File: config.mk
export PLATFORM = sky130hd
export DESIGN_NAME = ov7670_capture
export DESIGN_NICKNAME = d
export VERILOG_FILES = /design/src/rtl/ov7670_capture.sv
export SDC_FILE = /design/constraint.sdc
export NUM_CORES = 1
export LEC_CHECK = 0
export ABC_CLOCK_PERIOD_IN_PS = 8600
export CAP_MARGIN = 5
export CORE_MARGIN = 10
export CORE_UTILIZATION = 45
export CTS_CLUSTER_DIAMETER = 30
export DETAILED_ROUTE_END_ITERATION = 7
export GPL_TIMING_DRIVEN = 0
export PLACE_DENSITY = 0.7
export SLEW_MARGIN = 10
export SYNTH_ARGS = -nofsm -noshare
export SYNTH_HDL_FRONTEND = slang
export SYNTH_SLANG_ARGS = --single-unit
export TNS_END_PERCENT = 20
File: constraint.sdc
create_clock -name clk -period 8.6 [get_ports clk]
set_input_delay 2.58 -clock clk [delete_from_list [all_inputs] [get_ports clk]]
set_output_delay 2.58 -clock clk [all_outputs]
set_load 0.02 [all_outputs]
File: src/rtl/ov7670_capture.sv
`timescale 1ns/1ps
// ----------------------------------------------------------------------------
// ov7670_capture
//   Samples the OV7670 parallel bus in RGB565 two-bytes-per-pixel mode.
//   Assembles 16-bit pixels and produces a frame-buffer write port: a one-cycle
//   strobe with raster coordinates for every pixel inside the active window.
//   Also reports frame completion, a wrapping frame count and a sticky
//   odd-byte line error.
//
// Ports
//   clk        in   camera pixel clock, all logic on rising edge
//   reset      in   asynchronous active-high reset
//   captureEn  in   permits capture to start at the next frame boundary
//   vsync      in   camera vsync (high = vertical blanking)
//   href       in   camera href (high = valid byte on camData)
//   camData    in   camera data byte
//   writeEn    out  one-cycle pixel write strobe
//   outX       out  column of the pixel being written
//   outY       out  row of the pixel being written
//   pixelOut   out  RGB565 pixel
//   frameDone  out  one-cycle pulse at the end of each captured frame
//   frameCount out  captured frame count, wraps 255->0
//   lineErr    out  sticky: a line ended with an odd byte count
// ----------------------------------------------------------------------------
module ov7670_capture #(
    parameter int H_ACTIVE = 640,
    parameter int V_ACTIVE = 480
) (
    input  logic        clk,
    input  logic        reset,
    input  logic        captureEn,
    input  logic        vsync,
    input  logic        href,
    input  logic [7:0]  camData,
    output logic        writeEn,
    output logic [9:0]  outX,
    output logic [8:0]  outY,
    output logic [15:0] pixelOut,
    output logic        frameDone,
    output logic [7:0]  frameCount,
    output logic        lineErr
);

    localparam logic [9:0] H_LIM = 10'(H_ACTIVE);
    localparam logic [8:0] V_LIM = 9'(V_ACTIVE);

    typedef enum logic [1:0] {
        S_IDLE,
        S_SYNC,
        S_VBLANK,
        S_FRAME
    } state_t;

    state_t      r_state;

    // Input stage
    logic        r_vsync_q;
    logic        r_vsync_qq;
    logic        r_href_q;
    logic [7:0]  r_data_q;

    // Pixel assembly and raster counters
    logic        r_phase;
    logic [7:0]  r_hi_byte;
    logic [9:0]  r_x;
    logic [8:0]  r_y;
    logic        r_line_has_pix;

    // Registered outputs
    logic        r_write_en;
    logic [9:0]  r_out_x;
    logic [8:0]  r_out_y;
    logic [15:0] r_pixel;
    logic        r_frame_done;
    logic [7:0]  r_frame_count;
    logic        r_line_err;

    logic        w_vsync_rise;
    logic        w_vsync_fall;
    logic        w_byte;
    logic        w_pix;
    logic        w_hi;
    logic        w_line_end;
    logic        w_in_window;

    assign w_vsync_rise = r_vsync_q & ~r_vsync_qq;
    assign w_vsync_fall = ~r_vsync_q & r_vsync_qq;

    // A byte is consumed only while capturing a frame.
    assign w_byte      = (r_state == S_FRAME) & r_href_q;
    assign w_pix       = w_byte & r_phase;
    assign w_hi        = w_byte & ~r_phase;
    // hrefQ is about to fall: the current byte is the last one of the line,
    // so the counter reset lands on the same edge as the final pixel.
    assign w_line_end  = w_byte & ~href;
    assign w_in_window = (r_x < H_LIM) && (r_y < V_LIM);

    always_ff @(posedge clk or posedge reset) begin
        if (reset) begin
            r_state        <= S_IDLE;
            r_vsync_q      <= 1'b0;
            r_vsync_qq     <= 1'b0;
            r_href_q       <= 1'b0;
            r_data_q       <= 8'd0;
            r_phase        <= 1'b0;
            r_hi_byte      <= 8'd0;
            r_x            <= 10'd0;
            r_y            <= 9'd0;
            r_line_has_pix <= 1'b0;
            r_write_en     <= 1'b0;
            r_out_x        <= 10'd0;
            r_out_y        <= 9'd0;
            r_pixel        <= 16'd0;
            r_frame_done   <= 1'b0;
            r_frame_count  <= 8'd0;
            r_line_err     <= 1'b0;
        end else begin
            r_vsync_q    <= vsync;
            r_vsync_qq   <= r_vsync_q;
            r_href_q     <= href;
            r_data_q     <= camData;
            r_write_en   <= 1'b0;
            r_frame_done <= 1'b0;

            case (r_state)
                S_IDLE: begin
                    if (captureEn) r_state <= S_SYNC;
                end

                // Wait for a full blanking interval so a partial frame is never written.
                S_SYNC: begin
                    if (w_vsync_rise) r_state <= S_VBLANK;
                end

                S_VBLANK: begin
                    if (w_vsync_fall) begin
                        if (captureEn) begin
                            r_state        <= S_FRAME;
                            r_x            <= 10'd0;
                            r_y            <= 9'd0;
                            r_phase        <= 1'b0;
                            r_line_has_pix <= 1'b0;
                        end else begin
                            r_state <= S_IDLE;
                        end
                    end
                end

                S_FRAME: begin
                    if (w_vsync_rise) begin
                        r_state       <= S_VBLANK;
                        r_frame_done  <= 1'b1;
                        r_frame_count <= r_frame_count + 8'd1;
                    end

                    if (w_pix) begin
                        r_phase        <= 1'b0;
                        r_line_has_pix <= 1'b1;
                        if (w_in_window) begin
                            r_write_en <= 1'b1;
                            r_out_x    <= r_x;
                            r_out_y    <= r_y;
                            r_pixel    <= {r_hi_byte, r_data_q};
                        end
                        if (r_x != 10'h3FF) r_x <= r_x + 10'd1;
                    end

                    if (w_hi) begin
                        r_hi_byte <= r_data_q;
                        r_phase   <= 1'b1;
                    end

                    // NOTE: non-blocking assignments with last-assignment-wins:
                    // the line-end updates below override the per-pixel ones
                    // above, while the write port already captured the old r_x/r_y.
                    if (w_line_end) begin
                        r_x            <= 10'd0;
                        r_phase        <= 1'b0;
                        r_line_has_pix <= 1'b0;
                        if ((r_line_has_pix || w_pix) && (r_y != 9'h1FF)) r_y <= r_y + 9'd1;
                        // A high byte stored on the last byte of a line has no partner.
                        if (w_hi) r_line_err <= 1'b1;
                    end
                end

                default: r_state <= S_IDLE;
            endcase
        end
    end

    assign writeEn    = r_write_en;
    assign outX       = r_out_x;
    assign outY       = r_out_y;
    assign pixelOut   = r_pixel;
    assign frameDone  = r_frame_done;
    assign frameCount = r_frame_count;
    assign lineErr    = r_line_err;

endmodule

## After elaboration in Yosys (flattened, before gate mapping)

Cells that the tools add are included.

- Bits in registers: 88
- Bits of input ports: 13

- Equal/unequal tests: 14
- Order comparisons: 2
- Add/subtract/negate cells: 3
- Reduce and logical (&&, ||, !) cells: 15
- Bitwise logic cells: 10
- Multiplexer cells: 30

Operators with widths:

| kind | number |
|---|---|
| $mux 10 | 5 |
| $mux 9 | 4 |
| $pmux 10 s2 | 1 |
| $pmux 9 s2 | 1 |
| $mux 1 | 12 |
| $add 10x1->10 const B | 1 |
| $lt 10x10->1 const B | 1 |
| $ne 10x10->1 const B | 1 |
| $reduce_and 5->1 | 2 |
| $add 9x1->9 const B | 1 |
| $lt 9x9->1 const B | 1 |
| $ne 9x9->1 const B | 1 |
| $reduce_and 3->1 | 3 |
| $add 8x1->8 const B | 1 |
| $mux 2 | 4 |
| $ne 2x2->1 const B | 4 |
| $reduce_and 4->1 | 2 |
| $and 1x1->1 | 6 |
| $pmux 2 s3 | 1 |
| $eq 2x2->1 const B | 2 |
| $ne 2x1->1 const B | 2 |
| $ne 4x4->1 const B | 1 |
| $not 1->1 | 4 |
| $pmux 1 s2 | 2 |
| other kinds (9) | 11 |

## Logic depth before layout (Yosys ltp)

- Word-level depth: 8
- Gate-level depth with buffers: 9
- Depth with buffers taken out: 8

## Worst setup path after synthesis

OpenSTA, ideal clock, no wires.

- Path type: input to register
- Start: input port href
- End: register r_y[7]
- Buffers on the path: 2
- Cell stages on the path: 6
- Required time: 8.464 ns
- Data arrival time: 3.614 ns
- Path slack: 4.850 ns
- Library setup time: 0.136 ns
- Cells stage by stage: and4b_1 a21oi_1 buf_2 buf_2 o31ai_1 o41ai_2

- Longest elaborated chain between the ends: 4

RTL lines:

| what | line | RTL |
|---|---|---|
| start: declaration | 33 | `input logic href,` |
| $not 1->1 | 95 | `assign w_line_end = w_byte & ~href;` |
| $and 1x1->1 | 95 |  |
| $ne 2x2->1 (no line) | -- |  |
| $reduce_and 5->1 (no line) | -- |  |
| end signal: assignment | 180 | `if ((r_line_has_pix \|\| w_pix) && (r_y != 9'h1FF)) r_y <= r_y + 9'd1;` |
| end: declaration | 66 | `logic [8:0] r_y;` |

No other way between the ends.
A chain may end at the register's enable or synchronous reset.

## Worst setup path in the final report

- Start: input port href
- End: register r_x[5]

- Longest elaborated chain between the ends: 4
- Elaborated cells on any way between the ends: 7
- Classes of those cells: 2 x eq/ne; 2 x mux; 2 x bitwise; 1 x reduce/logical

RTL lines:

| what | line | RTL |
|---|---|---|
| $not 1->1 * | 95 |  |
| $and 1x1->1 * | 95 |  |
| $ne 3x2->1 (no line) (tied with other cells) | -- |  |
| $reduce_and 5->1 (no line) / $pmux 10 s2 (equally long branches) | -- |  |
| end signal: assignment | 165 | `if (r_x != 10'h3FF) r_x <= r_x + 10'd1;` |
| end: declaration | 65 | `logic [9:0] r_x;` |

Every way passes the cells marked *; elsewhere a longest branch is shown, timed or not.

==> results by group <==
STA
  • Worst-margin pin slew: 0.5925 ns
  • RSZ-0062 raised after global routing: false
  • Peak Freq: 242.8 MHz
  • Hold Fails Final Rpt: 0
  • Clk_skew: 0.009133 ns
  • Setup TNS: 0 ns
  • Relative slew margins: 60.50%
  • Final setup fails: 0
  • Crit share post-route: 47.88%
  • Final min period: 4.118 ns
  • Slew Viols, Final: 0

Floorplan
  • Row cnt: 33
  • Die ar.: 12570 um^2
  • Initial Util: 46.24%
  • I/O pin total: 59
  • Core ar.: 8258 um^2
  • Die height: 112.1 um
  • Chip width: 112.1 um

Detailed routing
  • # DRC: 0
  • Antenna-violating nets left: 0
  • Met2 WL: 3485 um
  • DR pass1 iterations: 4
  • Metal1 wirelength: 3599 um
  • Drt total wl: 7541 um
  • Highest metal used: met4
  • DR WL/cell: 16.18 um
  • Met3 routed WL: 393 um
  • Routed vias/inst: 5.326
  • Vias: 2482
  • Iter 0 DRT Violations: 135

Setup path
  • Worst setup SP type: input port
  • Element type at the critical path end: flop
  • Max FO, Critical Path: 10
  • Worst EP required: 8.88 ns
  • Worst Path Class, Setup: input port to flop
  • Worst Path Arrival: 4.39 ns

Synth
  • Yosys reg bits: 88
  • Yosys cell types: 49
  • Dominant cell type by area after synthesis: dfrtp_1
  • Syn Area/Cell: 13.35 um^2
  • Syn. warnings: 0
  • Ys async rst share: 100.0%
  • Synth top area share: 57.67%
  • Post-synth EDFFs: 0
  • Ys flop type: dfrtp_1
  • Post-Syn Area: 3819 um^2
  • Synth Net Count: 303
  • Seq/Total Area, Yosys: 57.67%
  • Synth area leaders: dfrtp_1 (58%), mux2_4 (11%), mux2_2 (4.1%)
  • Syn Inst Count: 286

Place
  • Dpl cell area: 4553 um^2
  • Gp weighted congestion: 0.8280
  • Placed Instances: 450
  • Post-DP HPWL: 5482 um
  • Port buffer count: 58

Clocking
  • CTS root buf: clkbuf_8
  • Num CTS Buffers: 9
  • Resize count post-CTS: 0
  • Setup fix buffers added after clock tree synthesis: 0
  • Cts hold-fix bufs: 0
  • H-tree levels: 3
  • Worst-path clk slew: 0.09 ns
  • CTS tree: built
  • Clock Latency Late Sink: 0.36 ns
  • Clock buffer depth: 2
  • CTS Sinks: 88

Cells and area
  • Fin area: 4732 um^2
  • Final core occ: 57.30%
  • Nets@finish: 373
  • # diodes: 0
  • Area growth syn-to-layout: 23.92%
  • Post-Layout Cell Count: 466
  • Layout cells sized above 1: 21.33%
  • Fillers: 704

Global routing
  • First-pass GRT wire length: 12930 um
  • Initial antenna violation count: 0
  • GRT Residual Overflow: 0
  • Largest net degree at the start of global routing: 47
  • Number of global-route vias before repair: 2483
  • GRT Total Usage: 12.18%

Run status
  • Status: complete, no violations

Flow run
  • Max-Cap Viols: 0

Power and ir drop
  • Max VDD drop: 0.1271 mV
  • Leak Pwr: 2.173 nW
  • Power density over the cells: 263.5 nW/um^2
  • Power Total: 0.001247 W

Min path
  • Hold Crit Class: flop to flop
[layout by cell type, fill, tap and decap left out, drive strengths merged, types with 3 or more instances in the layout]
master	synthesis	final
buf	10	11
o21ai	17	17
dfrtp	88	88
nor2	8	8
nand2	13	13
and4	5	5
nand2b	3	3
clkinv	0	3
nand3	12	12
a21oi	7	7
or3	3	3
ha	4	4
a22o	9	9
clkdlybuf4s50	0	58
xnor2	5	5
inv	7	9
clkbuf	5	15
nand4	5	5
mux2	43	43
o31ai	8	8
[worst max-delay path, cell delays in order]
cell	delay, ns
clkdlybuf4s50_1	0.57
and4b_1	0.27
a21oi_1	0.18
buf_2	0.26
buf_2	0.26
a22oi_1	0.10
mux2i_1	0.16
[path summary, 6_finish.rpt]
kind	from	endpoint	slack (ns)	cells past startpoint
max	href	r_x[5]$_DFFE_PP0P_	4.48	7
min	r_vsync_q$_DFF_PP0_	r_vsync_qq$_DFF_PP0_	0.43	0
max reg2reg	r_y[0]$_DFFE_PP0P_	r_y[7]$_DFFE_PP0P_	6.36	9
min reg2reg	r_vsync_q$_DFF_PP0_	r_vsync_qq$_DFF_PP0_	0.43	0
max in group asynchronous	reset	r_line_has_pix$_DFFE_PP0P_	5.35	3
min in group asynchronous	reset	r_data_q[3]$_DFF_PP0_	2.63	2
[cell families after synthesis]
| kind of cell | share of synthesized area (%) |
|---|---|
| and+or+nand+nor | 8.683 |
| adders and majority gates | 1.311 |
| AOI/OAI and AO/OA | 11.89 |
| xor gates and xnor gates | 1.606 |
| DFF | 57.67 |
| buffers and inverters | 3.047 |
| muxes | 15.79 |
[state kept, by name (all words and copies together) (netlist names)]
register	flops
writeEn	1
r_x	10
outX	10
r_vsync_q	1
r_data_q	8
r_vsync_qq	1
r_href_q	1
outY	9
frameCount	8
r_line_has_pix	1
r_state	2
pixelOut	16
frameDone	1
lineErr	1
r_y	9
r_phase	1
r_hi_byte	8
[report_power, final]
| group | internal (W) | switching, W | leakage [nW] | total (W) |
|---|---|---|---|---|
| Clock | 0.000109 | 0.000150 | 0.0875 | 0.000259 |
| Combinational | 0.000221 | 0.000193 | 0.944 | 0.000414 |
| Sequential | 0.000507 | 0.0000671 | 1.14 | 0.000574 |
[cells in the mapped netlist, drive strengths merged (7+ instances only)]
| library cell | n |
|---|---|
| o21ai | 17 |
| inv | 7 |
| nand2 | 13 |
| buf | 10 |
| a21oi | 7 |
| mux2 | 43 |
| nor2 | 8 |
| dfrtp | 88 |
| nand3 | 12 |
| a22o | 9 |
| o31ai | 8 |
[final cells by class]
type / instances / area (um^2) / share of cell area [%]
Clock inverter: 6 / 51.30 / 1.084
Tap cell: 105 / 131.4 / 2.776
Buffer: 15 / 90.09 / 1.904
Sequential cell: 88 / 2202 / 46.54
Multi-Input combinational cell: 176 / 1500 / 31.70
Timing Repair Buffer: 59 / 600.6 / 12.69
Inverter: 7 / 28.78 / 0.6081
Clock buffer: 10 / 127.6 / 2.697
[metrics by stage]
| stage | hold slack, ns | worst slack [ns] |
|---|---|---|
| finish | 0.4349 | 4.482 |
| global route | 0.4648 | 4.340 |
| CTS | 0.4402 | 4.494 |
| detailed placement | 0.4198 | 4.126 |
| global placement | 0.3994 | 2.392 |
| floorplan | 0.3858 | 3.741 |
[layer usage]
| layer | global-route usage, % | vias up |
|---|---|---|
| met4 | 2.792 | 0 |
| met1 | 16.03 | 1230 |
| met3 | 4.366 | 6 |
| met2 | 18.77 | 50 |
| met5 | 0 | - |
| li1 | - | 1196 |
(Power assumes the default switching activity.)
